**config.mk**
```make
export PLATFORM = sky130hd
export DESIGN_NAME = program_loader
export DESIGN_NICKNAME = d
export VERILOG_FILES = /design/src/rtl/program_loader.sv
export SDC_FILE = /design/constraint.sdc
export NUM_CORES = 1
export LEC_CHECK = 0
export CAP_MARGIN = 20
export CORE_UTILIZATION = 30
export CTS_CLUSTER_DIAMETER = 120
export DETAILED_ROUTE_END_ITERATION = 8
export HOLD_SLACK_MARGIN = 0.1
export PLACE_DENSITY = 0.55
export SLEW_MARGIN = 20
export SYNTH_ARGS = -nofsm -noshare
export SYNTH_HDL_FRONTEND = slang
export SYNTH_SLANG_ARGS = --single-unit
export TNS_END_PERCENT = 1
```
**constraint.sdc**
```tcl
create_clock -name Clk -period 4.6 [get_ports Clk]
set_clock_uncertainty 0.2 [all_clocks]
set_input_delay 0.92 -clock Clk [delete_from_list [all_inputs] [get_ports Clk]]
set_output_delay 0.92 -clock Clk [all_outputs]
set_load 0.03 [all_outputs]
```
**src/rtl/program_loader.sv**
```systemverilog
`default_nettype none
// ============================================================================
// Module   : program_loader
// Purpose  : Boot-time instruction-memory loader. Receives a framed byte
//            stream (SYNC, count hi/lo, N big-endian words, checksum), writes
//            each word to consecutive instruction-memory addresses from 0 and
//            releases the CPU controller from reset once the checksum matches.
// Ports    : Clk, Rst (async, active-low)
//            ByteIn/ByteValid/ByteReady : byte stream, valid/ready handshake
//            Restart                    : re-arm request (RUN/ERROR only)
//            IMemAddr/IMemData/IMemWrite: instruction-memory write port
//            CpuRstN                    : registered active-low CPU reset
//            Done/Error                 : RUN / ERROR indicators
//            WordCount                  : words written in current frame
//            StateOut                   : current state encoding
// Revision : 1.0 - initial release
// ============================================================================
module program_loader #(
  parameter int         ADDR_W = 8,
  parameter logic [7:0] SYNC   = 8'hA5
) (
  input  logic              Clk,
  input  logic              Rst,
  input  logic [7:0]        ByteIn,
  input  logic              ByteValid,
  output logic              ByteReady,
  input  logic              Restart,
  output logic [ADDR_W-1:0] IMemAddr,
  output logic [15:0]       IMemData,
  output logic              IMemWrite,
  output logic              CpuRstN,
  output logic              Done,
  output logic              Error,
  output logic [ADDR_W:0]   WordCount,
  output logic [2:0]        StateOut
);

  typedef enum logic [2:0] {
    S_IDLE    = 3'd0,
    S_CNT_HI  = 3'd1,
    S_CNT_LO  = 3'd2,
    S_DATA_HI = 3'd3,
    S_DATA_LO = 3'd4,
    S_CHECK   = 3'd5,
    S_RUN     = 3'd6,
    S_ERROR   = 3'd7
  } state_e;

  // Largest legal word count; held one bit wider than N so 2**ADDR_W fits.
  localparam logic [16:0] MAX_WORDS = 17'(1) << ADDR_W;

  state_e            state_q, state_d;
  logic [7:0]        sum_q, sum_d;
  logic [7:0]        cnt_hi_q, cnt_hi_d;
  logic [15:0]       n_q, n_d;
  logic [7:0]        hi_q, hi_d;
  logic [ADDR_W:0]   wc_q, wc_d;
  logic [ADDR_W-1:0] addr_q, addr_d;
  logic [15:0]       data_q, data_d;
  logic              wr_q, wr_d;
  logic              cpu_rst_n_q, cpu_rst_n_d;

  logic              accept;
  logic [15:0]       n_rx;
  logic [ADDR_W:0]   wc_inc;

  assign ByteReady = (state_q != S_RUN) && (state_q != S_ERROR);
  assign accept    = ByteValid && ByteReady;
  assign n_rx      = {cnt_hi_q, ByteIn};
  assign wc_inc    = wc_q + 1'b1;

  always_comb begin
    state_d  = state_q;
    sum_d    = sum_q;
    cnt_hi_d = cnt_hi_q;
    n_d      = n_q;
    hi_d     = hi_q;
    wc_d     = wc_q;
    addr_d   = addr_q;
    data_d   = data_q;
    wr_d     = 1'b0;

    case (state_q)
      S_IDLE: begin
        if (accept && (ByteIn == SYNC)) begin
          state_d = S_CNT_HI;
          wc_d    = '0;
          sum_d   = '0;
        end
      end
      S_CNT_HI: begin
        if (accept) begin
          cnt_hi_d = ByteIn;
          sum_d    = sum_q + ByteIn;
          state_d  = S_CNT_LO;
        end
      end
      S_CNT_LO: begin
        if (accept) begin
          n_d   = n_rx;
          sum_d = sum_q + ByteIn;
          if ((n_rx == 16'd0) || ({1'b0, n_rx} > MAX_WORDS)) begin
            state_d = S_ERROR;
          end else begin
            state_d = S_DATA_HI;
          end
        end
      end
      S_DATA_HI: begin
        if (accept) begin
          hi_d    = ByteIn;
          sum_d   = sum_q + ByteIn;
          state_d = S_DATA_LO;
        end
      end
      S_DATA_LO: begin
        // The write is registered here so it appears in the following
        // cycle, while the FSM is already back in a receiving state.
        if (accept) begin
          sum_d   = sum_q + ByteIn;
          wr_d    = 1'b1;
          data_d  = {hi_q, ByteIn};
          addr_d  = wc_q[ADDR_W-1:0];
          wc_d    = wc_inc;
          state_d = (16'(wc_inc) == n_q) ? S_CHECK : S_DATA_HI;
        end
      end
      S_CHECK: begin
        if (accept) begin
          state_d = (ByteIn == sum_q) ? S_RUN : S_ERROR;
        end
      end
      S_RUN, S_ERROR: begin
        if (Restart) begin
          state_d = S_IDLE;
        end
      end
      default: state_d = S_IDLE;
    endcase

    // Registered from the next state so release coincides with the first
    // RUN cycle and re-assertion with the Restart edge.
    cpu_rst_n_d = (state_d == S_RUN);
  end

  always_ff @(posedge Clk or negedge Rst) begin
    if (!Rst) begin
      state_q     <= S_IDLE;
      sum_q       <= '0;
      cnt_hi_q    <= '0;
      n_q         <= '0;
      hi_q        <= '0;
      wc_q        <= '0;
      addr_q      <= '0;
      data_q      <= '0;
      wr_q        <= 1'b0;
      cpu_rst_n_q <= 1'b0;
    end else begin
      state_q     <= state_d;
      sum_q       <= sum_d;
      cnt_hi_q    <= cnt_hi_d;
      n_q         <= n_d;
      hi_q        <= hi_d;
      wc_q        <= wc_d;
      addr_q      <= addr_d;
      data_q      <= data_d;
      wr_q        <= wr_d;
      cpu_rst_n_q <= cpu_rst_n_d;
    end
  end

  assign IMemAddr  = addr_q;
  assign IMemData  = data_q;
  assign IMemWrite = wr_q;
  assign CpuRstN   = cpu_rst_n_q;
  assign Done      = (state_q == S_RUN);
  assign Error     = (state_q == S_ERROR);
  assign WordCount = wc_q;
  assign StateOut  = state_q;

endmodule
`default_nettype wire

```
==> reports/results.tsv <==
metric	value	unit
syn_nets	404	
dpl-instance-area	4504	um2
synth_fa_ha_area_share	3.391	%
reg2regPathDepth	6	
cts_buffers	9	
crit_fanout	7	
num_vias	2991	
pwr_density_cell	697.3	nW/um2
dieArea	13250	um2
areaGrowthSynthToFinish	25.92	%
drv_cap	0	
worstPathArrival	3150	ps
boundaryPins	53	
ant_nets	0	
r2r_setup_slack	2110	ps
initial_core_util	31.30	%
max_freq	320.9	MHz
hold_path.class	flip-flop to flip-flop	
cts_sinks	78	
overflow	0	
hold_violations	0	
cts_root_buf	clkbuf_16	
core_region_area	12260	um2
min_period	3116	ps
setup_tns	0	ps
syn_inst	383	
rr_endpoint	WordCount[8]	
port_buffers	52	
first_global_vias	2856	
end_kind	flip-flop	
die_y	115.1	um
synth_area	3837	um2
peakVddDrop	0.3914	mV
synth_edf_count	0	
required	4630	ps
routed_wl	9347	um
dr.first_iter.drc_count	141	
grt_util_all_layers	15.31	%
antenna_cells	0	
setup-violations-final	0	
synth_cell_types	48	
startpoint_type	primary input	
synth-seq-cells	78	
drt_first_pass_iters	4	
synth_compound_area_share	10.92	%
clk-insertion-delay-late	340	ps
drc	0	
synth.top_cell.area_share	50.86	%
synthArstFlopShare	100.0	%
ys_dominant_reg_cell	dfrtp_1	
status	finished, final reports clean	
yosysSeqAreaShare	50.86	%
avgSynthCellArea	10.02	um2
synth_top_area_cell	dfrtp_1	
vias_per_cell	4.960	
hold_buffers	0	
cts_max_level	3	
cts.path.max_buffers	2	
antenna_found_initial	0	
period_share	67.75	%
total_leakage_power	2.105	nW
core.rowCount	40	
hold_depth	2	
yosys-top-cells-area	dfrtp_1 51%, mux2_2 9.1%, nand2_1 8.7%, o21ai_0 2.7%, ha_1 2.6%	
worst_slew_pin_slew	907.3	ps
synthSimpleGateAreaFrac	19.99	%
dp_hpwl	6453	um
hold_end	IMemAddr[5]	
synth_top_family_by_area	simple AND/OR/NAND/NOR gates	
grt_max_degree	79	
rsz0062_at_grt	false	
slew_headroom	39.45	%
hp-start	IMemAddr[5]	
grt_pass1_wl	15270	um
yosys_warnings	0	
reg2reg_from	StateOut[1]	
wl_per_cell	15.50	um
gp_congestion	0.8080	
cts_resized	0	
slew_viol_final	0	
path_class	primary input to flip-flop	
die_w	115.1	um
final_area	4832	um2
synthXorXnorAreaFrac	2.967	%
cts_tree	yes	
synth_mux_area_share	9.097	%
postCtsSetupRepairBufs	0	
drive_gt1_share	12.18	%
clk_pin_slew_worst_paths	70	ps
nNetsFinal	451	
through the flow:
| stage | total power [W] | instances | utilization [%] | hold WS [ps] | setup slack, ps |
|---|---|---|---|---|---|
| after detailed placement | 0.002630 | 587 | 36.73 | 262.8 | 1149 |
| after global placement | 0.002605 | 587 | 36.73 | 258.4 | 1200 |
| after floorplan | 0.002150 | 383 | - | 233.1 | 1869 |
| final | 0.003369 | 603 | 39.41 | 271.7 | 1484 |
| after global routing | 0.003602 | 603 | 39.41 | 293.7 | 1371 |
| after CTS | 0.003414 | 603 | 39.38 | 279.0 | 1498 |
worst max-delay path: stages:
cell and delay, ps:
clkdlybuf4s50_1 560, or4_4 610, or3_1 350, a41oi_1 240, a21oi_1 140, a2111oi_2 320
layout by cell type (no fill, tap or decap), drive strengths merged, types with 2 or more instances in the layout:
cell type,Yosys,final
a2111oi,3,3
a211oi,2,2
a21o,3,3
a21oi,8,8
a22o,4,4
a31oi,3,3
and2,4,4
and3,6,6
buf,3,2
bufinv,0,2
clkbuf,14,9
clkdlybuf4s50,0,51
clkinv,0,4
dfrtp,78,78
ha,8,8
inv,10,10
mux2,31,31
nand2,89,89
nand2b,4,4
nand3,11,11
nand3b,3,3
nand4,4,4
nor2,14,14
nor2b,2,2
nor3,6,6
nor3b,5,5
nor4,5,5
o211ai,3,3
o21ai,21,21
o31ai,5,5
o41ai,2,2
or3,3,3
or4,5,5
xnor2,9,9
xor2,4,4
metal layers:
metal / routed length (um) / GRT usage, % / vias up
li1: - / - / 1454
met2: 4633 / 25.14 / 45
met1: 4336 / 19.79 / 1483
met5: 0 / 0 / -
met4: 125 / 5.455 / 0
met3: 251 / 3.532 / 9
cells by family after synthesis:
| family | after synthesis |
|---|---|
| compound gates | 61 |
| fa+ha+maj | 10 |
| flops | 78 |
| mux | 31 |
| simple gates | 163 |
| buf+inv | 27 |
| xor+xnor | 13 |
synthesized netlist by cell type, types with 2 or more instances:
master,count
a2111oi_0,2
a211oi_1,2
a21o_1,3
a21oi_1,8
a22o_1,4
a31oi_1,3
and2_1,4
and3_1,6
clkbuf_1,14
dfrtp_1,78
ha_1,8
inv_1,10
mux2_2,31
nand2_1,89
nand2b_1,4
nand3_1,11
nand3b_1,3
nand4_1,4
nor2_1,14
nor2b_1,2
nor3_1,6
nor3b_1,5
nor4_1,5
o211ai_1,2
o21ai_0,21
o31ai_1,5
o41ai_1,2
or3_1,3
or4_1,4
xnor2_1,9
xor2_1,4
layout make-up:
| type | count | area, um2 |
|---|---|---|
| fillers | 1229 | 7430 |
| flip-flops and latches | 78 | 1952 |
| multi-input cells | 278 | 1779 |
| repair buffers | 53 | 529.3 |
| clock buffers | 9 | 225.2 |
| well taps | 168 | 210.2 |
| clock inverters | 7 | 98.84 |
| inverters | 10 | 37.54 |
state kept, by name, indices dropped and copies added (netlist names), 3 cells and up:
signal and cells:
IMemAddr 8, IMemData 16, StateOut 3, WordCount 9, cnt_hi_q 8, hi_q 8, n_q 16, sum_q 8
where the power goes:
part	switching (W)	internal, W
sequential	0.000261	0.000976
clock	0.000290	0.000477
combinational	0.000733	0.000633
worst max-delay path by stage:
stage	startpoint	endpoint	depth (start not counted)
final	ByteIn[1]	CpuRstN	6
after global routing	ByteIn[1]	CpuRstN	6
after CTS	ByteIn[1]	CpuRstN	6
after detailed placement	ByteIn[1]	CpuRstN	6
after global placement	ByteIn[1]	CpuRstN	6
after floorplan	StateOut[2]	Done	3
(Power assumes the default switching activity.)
==> RTL edit 1 (config.mk and constraints unchanged) <==
Set the parameter `ADDR_W` to 9 (it was 8).
--- a/src/rtl/program_loader.sv
+++ b/src/rtl/program_loader.sv
@@ -18,3 +18,3 @@
 module program_loader #(
-  parameter int         ADDR_W = 8,
+  parameter int         ADDR_W = 9,
   parameter logic [7:0] SYNC   = 8'hA5
Ports: changed (resized IMemAddr and WordCount); port bits go from 53 to 55. No check against the original RTL was run, so the function may have changed too.
==> RTL edit 1 against the unedited design <==
  * Final area up 0.34%
  * Sequential cell count up 2
  * Via count down 4.1%
  * Worst setup slack worse by 0.11 ns
  * Die area about the same
  * Total power down 1.9%
  * Wire length down 2.1%
  * Non-clock buffer count up 5
  * Synthesized cell count unchanged
  * Area after synthesis about the same
  * Sequential share of layout area up 0.90 points
  * Core utilization up 0.13 points
  * Count of clock-buffer cells in the layout unchanged
  * Critical path type unchanged
  * Critical endpoint is now WordCount[4]
==> RTL edit 1: results (changes against the unedited design) <==
\begin{tabular}{lr}
\hline
Metric & Value \\
\hline
\multicolumn{2}{l}{\textbf{Status}} \\
\quad Status & finished, final reports clean (unchanged) \\
\multicolumn{2}{l}{\textbf{Layout}} \\
\quad Filler instances & 1,215 (was 1,229) \\
\quad Fraction of area in multi-input gates & 35.66\% (was 36.82\%) \\
\quad Non-filler cells in the finished layout & 606 (was 603) \\
\quad Number of multi-input combinational cells & 276 (was 278) \\
\quad Area used by multi-input combinational logic & 0.001729 mm\^{}2 (was 0.001779 mm\^{}2) \\
\quad Total area of sequential cells & 0.002002 mm\^{}2 (was 0.001952 mm\^{}2) \\
\multicolumn{2}{l}{\textbf{Global route}} \\
\quad Total Routing Usage GR & 15.05\% (was 15.31\%) \\
\quad Pin count of the biggest net entering global routing & 81 (was 79) \\
\quad Global-route wire length before repair & 15,100 um (was 15,270 um) \\
\multicolumn{2}{l}{\textbf{Yosys}} \\
\quad Count of unique library cells instantiated by Yosys & 41 (was 48) \\
\quad Most common library cells after synthesis & sky130\_fd\_sc\_hd\_\_nand2\_1, sky130\_fd\_sc\_hd\_\_dfrtp\_1, sky130\_fd\_sc\_hd\_\_mux2\_2, sky130\_fd\_sc\_hd\_\_nand3\_1, sky130\_fd\_sc\_hd\_\_nor2\_1 (was sky130\_fd\_sc\_hd\_\_nand2\_1, sky130\_fd\_sc\_hd\_\_dfrtp\_1, sky130\_fd\_sc\_hd\_\_mux2\_2, sky130\_fd\_sc\_hd\_\_o21ai\_0) \\
\quad Register bit count reported by yosys & 80 (was 78) \\
\multicolumn{2}{l}{\textbf{STA}} \\
\quad Worst Hold Slack & 0.2651 ns (was 0.2717 ns) \\
\multicolumn{2}{l}{\textbf{Setup path}} \\
\quad Worst path arrival time & 3.24 ns (was 3.15 ns) \\
\quad Slowest stage delay, CP & 0.63 ns (was 0.61 ns) \\
\quad End point of the critical path & WordCount[4] (was CpuRstN) \\
\quad Critical register-to-register path startpoint & StateOut[0] (was StateOut[1]) \\
\quad Crit Path Max Fanout & 12 (was 7) \\
\multicolumn{2}{l}{\textbf{Worst hold path}} \\
\quad Beginning of the worst hold path & hi\_q[1] (was IMemAddr[5]) \\
\quad Endpoint of the worst hold path & IMemData[9] (was IMemAddr[5]) \\
\multicolumn{2}{l}{\textbf{Place}} \\
\quad Hpwl dp & 6332 um (was 6453 um) \\
\quad Number of placed instances, taps included & 590 (was 587) \\
\multicolumn{2}{l}{\textbf{Power}} \\
\quad Sequential share of power & 37.6\% (was 36.7\%) \\
\quad Worst vdd ir & 0.0003199 V (was 0.0003914 V) \\
\quad Switching pwr & 1264 uW (was 1284 uW) \\
\multicolumn{2}{l}{\textbf{Detailed routing}} \\
\quad Initial DRC Count & 176 (was 141) \\
\quad DR vias/cell & 4.734 (was 4.960) \\
\hline
\end{tabular}
RTL edit 1: cell types whose count changed after synthesis, sizes merged, moves of 4 or more:
| cell | change |
|---|---|
| nor3b | -4 |
| nor2 | +6 |
| and3 | -4 |
| xnor2 | +7 |
| xor2 | +5 |
| clkbuf | +4 |
| nand2 | +4 |
| nand3 | +11 |
| a22o | -4 |
RTL edit 1: metal layers:
layer | global-route usage (%) | up-vias | share of wire [%]
li1 | - | 1404 | -
met1 | 19.33 | 1388 | 47
met2 | 24.70 | 67 | 47
met3 | 4.639 | 10 | 4.7
met4 | 3.810 | 0 | 1.5
met5 | 0 | - | 0
RTL edit 1: power by group through the flow:
stage | logic, uW | registers [uW] | clock network (uW)
after floorplan | 771 | 1360 | 0
after CTS | 1350 | 1240 | 746
after detailed placement | 1350 | 1250 | 0
final | 1330 | 1240 | 727
after global placement | 1330 | 1250 | 0
after global routing | 1460 | 1290 | 775
RTL edit 1: worst reg2reg max path, stage by stage (launching register included):
cell,delay (ns)
sky130_fd_sc_hd__dfrtp_1,0.55
sky130_fd_sc_hd__nor2_1,0.35
sky130_fd_sc_hd__nand3_1,0.42
sky130_fd_sc_hd__inv_1,0.45
sky130_fd_sc_hd__buf_4,0.32
sky130_fd_sc_hd__nand2_1,0.09
sky130_fd_sc_hd__o21ai_1,0.12
RTL edit 1: cells by family (layout without fill, tap and decap cells):
family	count (synthesis)	after routing	share of synthesized area [%]
simple gates	161	161	18.83
flops	80	80	52.13
compound gates	46	46	7.169
mux	35	35	10.20
buf+inv	27	82	2.835
xor+xnor	25	25	5.702
fa+ha+maj	9	9	3.128
==> RTL edit 2 (same settings) <==
Made on the original files. Make the reset (`Rst`) synchronous in one clocked block. Comments in the files are not updated.
--- a/src/rtl/program_loader.sv
+++ b/src/rtl/program_loader.sv
@@ -145,3 +145,3 @@
 
-  always_ff @(posedge Clk or negedge Rst) begin
+  always_ff @(posedge Clk) begin
     if (!Rst) begin
Check against the original RTL: differs if Rst is asserted again (counterexample within 4 cycles, from zero or initial values and one cycle with Rst low); with Rst held inactive, the same outputs for 4 cycles.
==> RTL edit 2 against the unedited design <==
  * The run now ends with design-rule violations left
  * First-iteration DRC count rose by 48%
  * Critical path depth shrank 3
  * Final area shrank 6.7%
  * Maximum frequency grew 0.25%
  * Synthesized cell count up 19%
  * Worst setup slack improved by 0.0076 ns
  * Area after synthesis shrank 5.1%
  * Wire length rose by 1.8%
  * Sequential cell count unchanged
  * Cell count rose by 6.6%
  * Register-to-register slack got worse by 0.11 ns
  * Critical path type is now flop to output port
  * Largest cell class is now multi-input gates
  * Highest routed layer unchanged
Power is not compared: it rests on default switching activity, and its combinational part moved more than twofold at a synthesized area within 25%.
==> RTL edit 2: results (changes against the unedited design) <==
\begin{tabular}{lr}
\hline
Metric & Value \\
\hline
\multicolumn{2}{l}{\textbf{Status}} \\
\quad Status & finished, violations left (was finished, final reports clean) \\
\quad Violations in the final reports & design-rule violations \\
\multicolumn{2}{l}{\textbf{Detailed routing}} \\
\quad DR vias/cell & 5.068 (was 4.960) \\
\quad Number of remaining DRC errors & 5 (was 0) \\
\quad Routed WL per cell & 14.80 um (was 15.50 um) \\
\quad Total number of vias & 3,259 (was 2,991) \\
\quad Count of TritonRoute iterations in the first routing pass & 6 (was 4) \\
\quad Initial DRC Count & 208 (was 141) \\
\multicolumn{2}{l}{\textbf{STA}} \\
\quad Transition at the pin with the smallest max-transition slack & 0.7166 ns (was 0.9073 ns) \\
\multicolumn{2}{l}{\textbf{Yosys}} \\
\quad Synthesized area per cell & 8.008 um\^{}2 (was 10.02 um\^{}2) \\
\quad Sequential element share of the synthesized area & 42.86\% (was 50.86\%) \\
\quad Async set-or-reset flop fraction in the synthesized netlist & 0\% (was 100.0\%) \\
\quad Most common library cells after synthesis & sky130\_fd\_sc\_hd\_\_nand2\_1, sky130\_fd\_sc\_hd\_\_dfxtp\_1, sky130\_fd\_sc\_hd\_\_a21oi\_1, sky130\_fd\_sc\_hd\_\_nor2\_1, sky130\_fd\_sc\_hd\_\_clkbuf\_1 (was sky130\_fd\_sc\_hd\_\_nand2\_1, sky130\_fd\_sc\_hd\_\_dfrtp\_1, sky130\_fd\_sc\_hd\_\_mux2\_2, sky130\_fd\_sc\_hd\_\_o21ai\_0) \\
\quad Predominant post-synthesis flop cell & sky130\_fd\_sc\_hd\_\_dfxtp\_1 (was sky130\_fd\_sc\_hd\_\_dfrtp\_1) \\
\multicolumn{2}{l}{\textbf{Setup path}} \\
\quad Slowest stage delay, CP & 0.73 ns (was 0.61 ns) \\
\quad Worst path arrival time & 1.99 ns (was 3.15 ns) \\
\quad Crit Path Max Fanout & 17 (was 7) \\
\multicolumn{2}{l}{\textbf{Place}} \\
\quad Hpwl dp & 6639 um (was 6453 um) \\
\quad Placer's final routability congestion estimate & 0.8162 (was 0.8080) \\
\quad Setup slack after placement & 1.205 ns (was 1.149 ns) \\
\quad Number of placed instances, taps included & 627 (was 587) \\
\multicolumn{2}{l}{\textbf{Layout}} \\
\quad Fraction of layout instances using a drive strength above 1 & 7.200\% (was 12.18\%) \\
\quad Final \#Nets & 516 (was 451) \\
\multicolumn{2}{l}{\textbf{Global route}} \\
\quad Pin count of the biggest net entering global routing & 42 (was 79) \\
\quad Total Routing Usage GR & 15.86\% (was 15.31\%) \\
\hline
\end{tabular}
RTL edit 2: critical path: cells and delay by family (launching register included):
family	cells	cell delay (ns)
flip-flops	1	0.73
AND/OR/NAND/NOR	2	0.25
buffers and inverters	1	0.68
RTL edit 2: area by class of cell:
| cell class | count | area, um^2 |
|---|---|---|
| fill | 1249 | 7106 |
| clock inverter | 7 | 61.31 |
| inverter | 5 | 18.77 |
| timing repair buffer | 57 | 558.0 |
| clock buffer | 9 | 225.2 |
| multi-input combinational | 344 | 1904 |
| sequential | 78 | 1562 |
| tap | 143 | 178.9 |
RTL edit 2: per-layer routing:
layer,track usage (%),share of wire [%],up-vias
li1,-,-,1641
met3,2.268,2.6,13
met5,0,0,-
met2,27.41,49,56
met1,19.76,46,1549
met4,6.667,1.8,0
RTL edit 2: cell families (layout without fill, tap and decap cells):
kind of cell,after synthesis,after routing,synth area share (%)
AOI/OAI and AO/OA,105,105,17.03
and+or+nand+nor,205,205,25.62
buffers and inverters,33,78,4.876
muxes,9,9,2.473
adders and majority gates,9,9,3.297
xor gates and xnor gates,16,16,3.846
DFF,78,78,42.86
RTL edit 2: worst paths after layout:
check | from | end | slack, ns | depth (start not counted)
worst max register to register | WordCount[0] | CpuRstN | 2.00 | 7
worst min register to register | IMemAddr[6] | IMemAddr[6] | 0.25 | 2
worst min-delay path | IMemAddr[6] | IMemAddr[6] | 0.25 | 2
worst max-delay path | StateOut[1] | Done | 1.49 | 3
RTL edit 2: where the power goes:
group          internal (uW)  switching [uW]
sequential               676           0.825
combinational           17.7            32.7
clock                    377             310
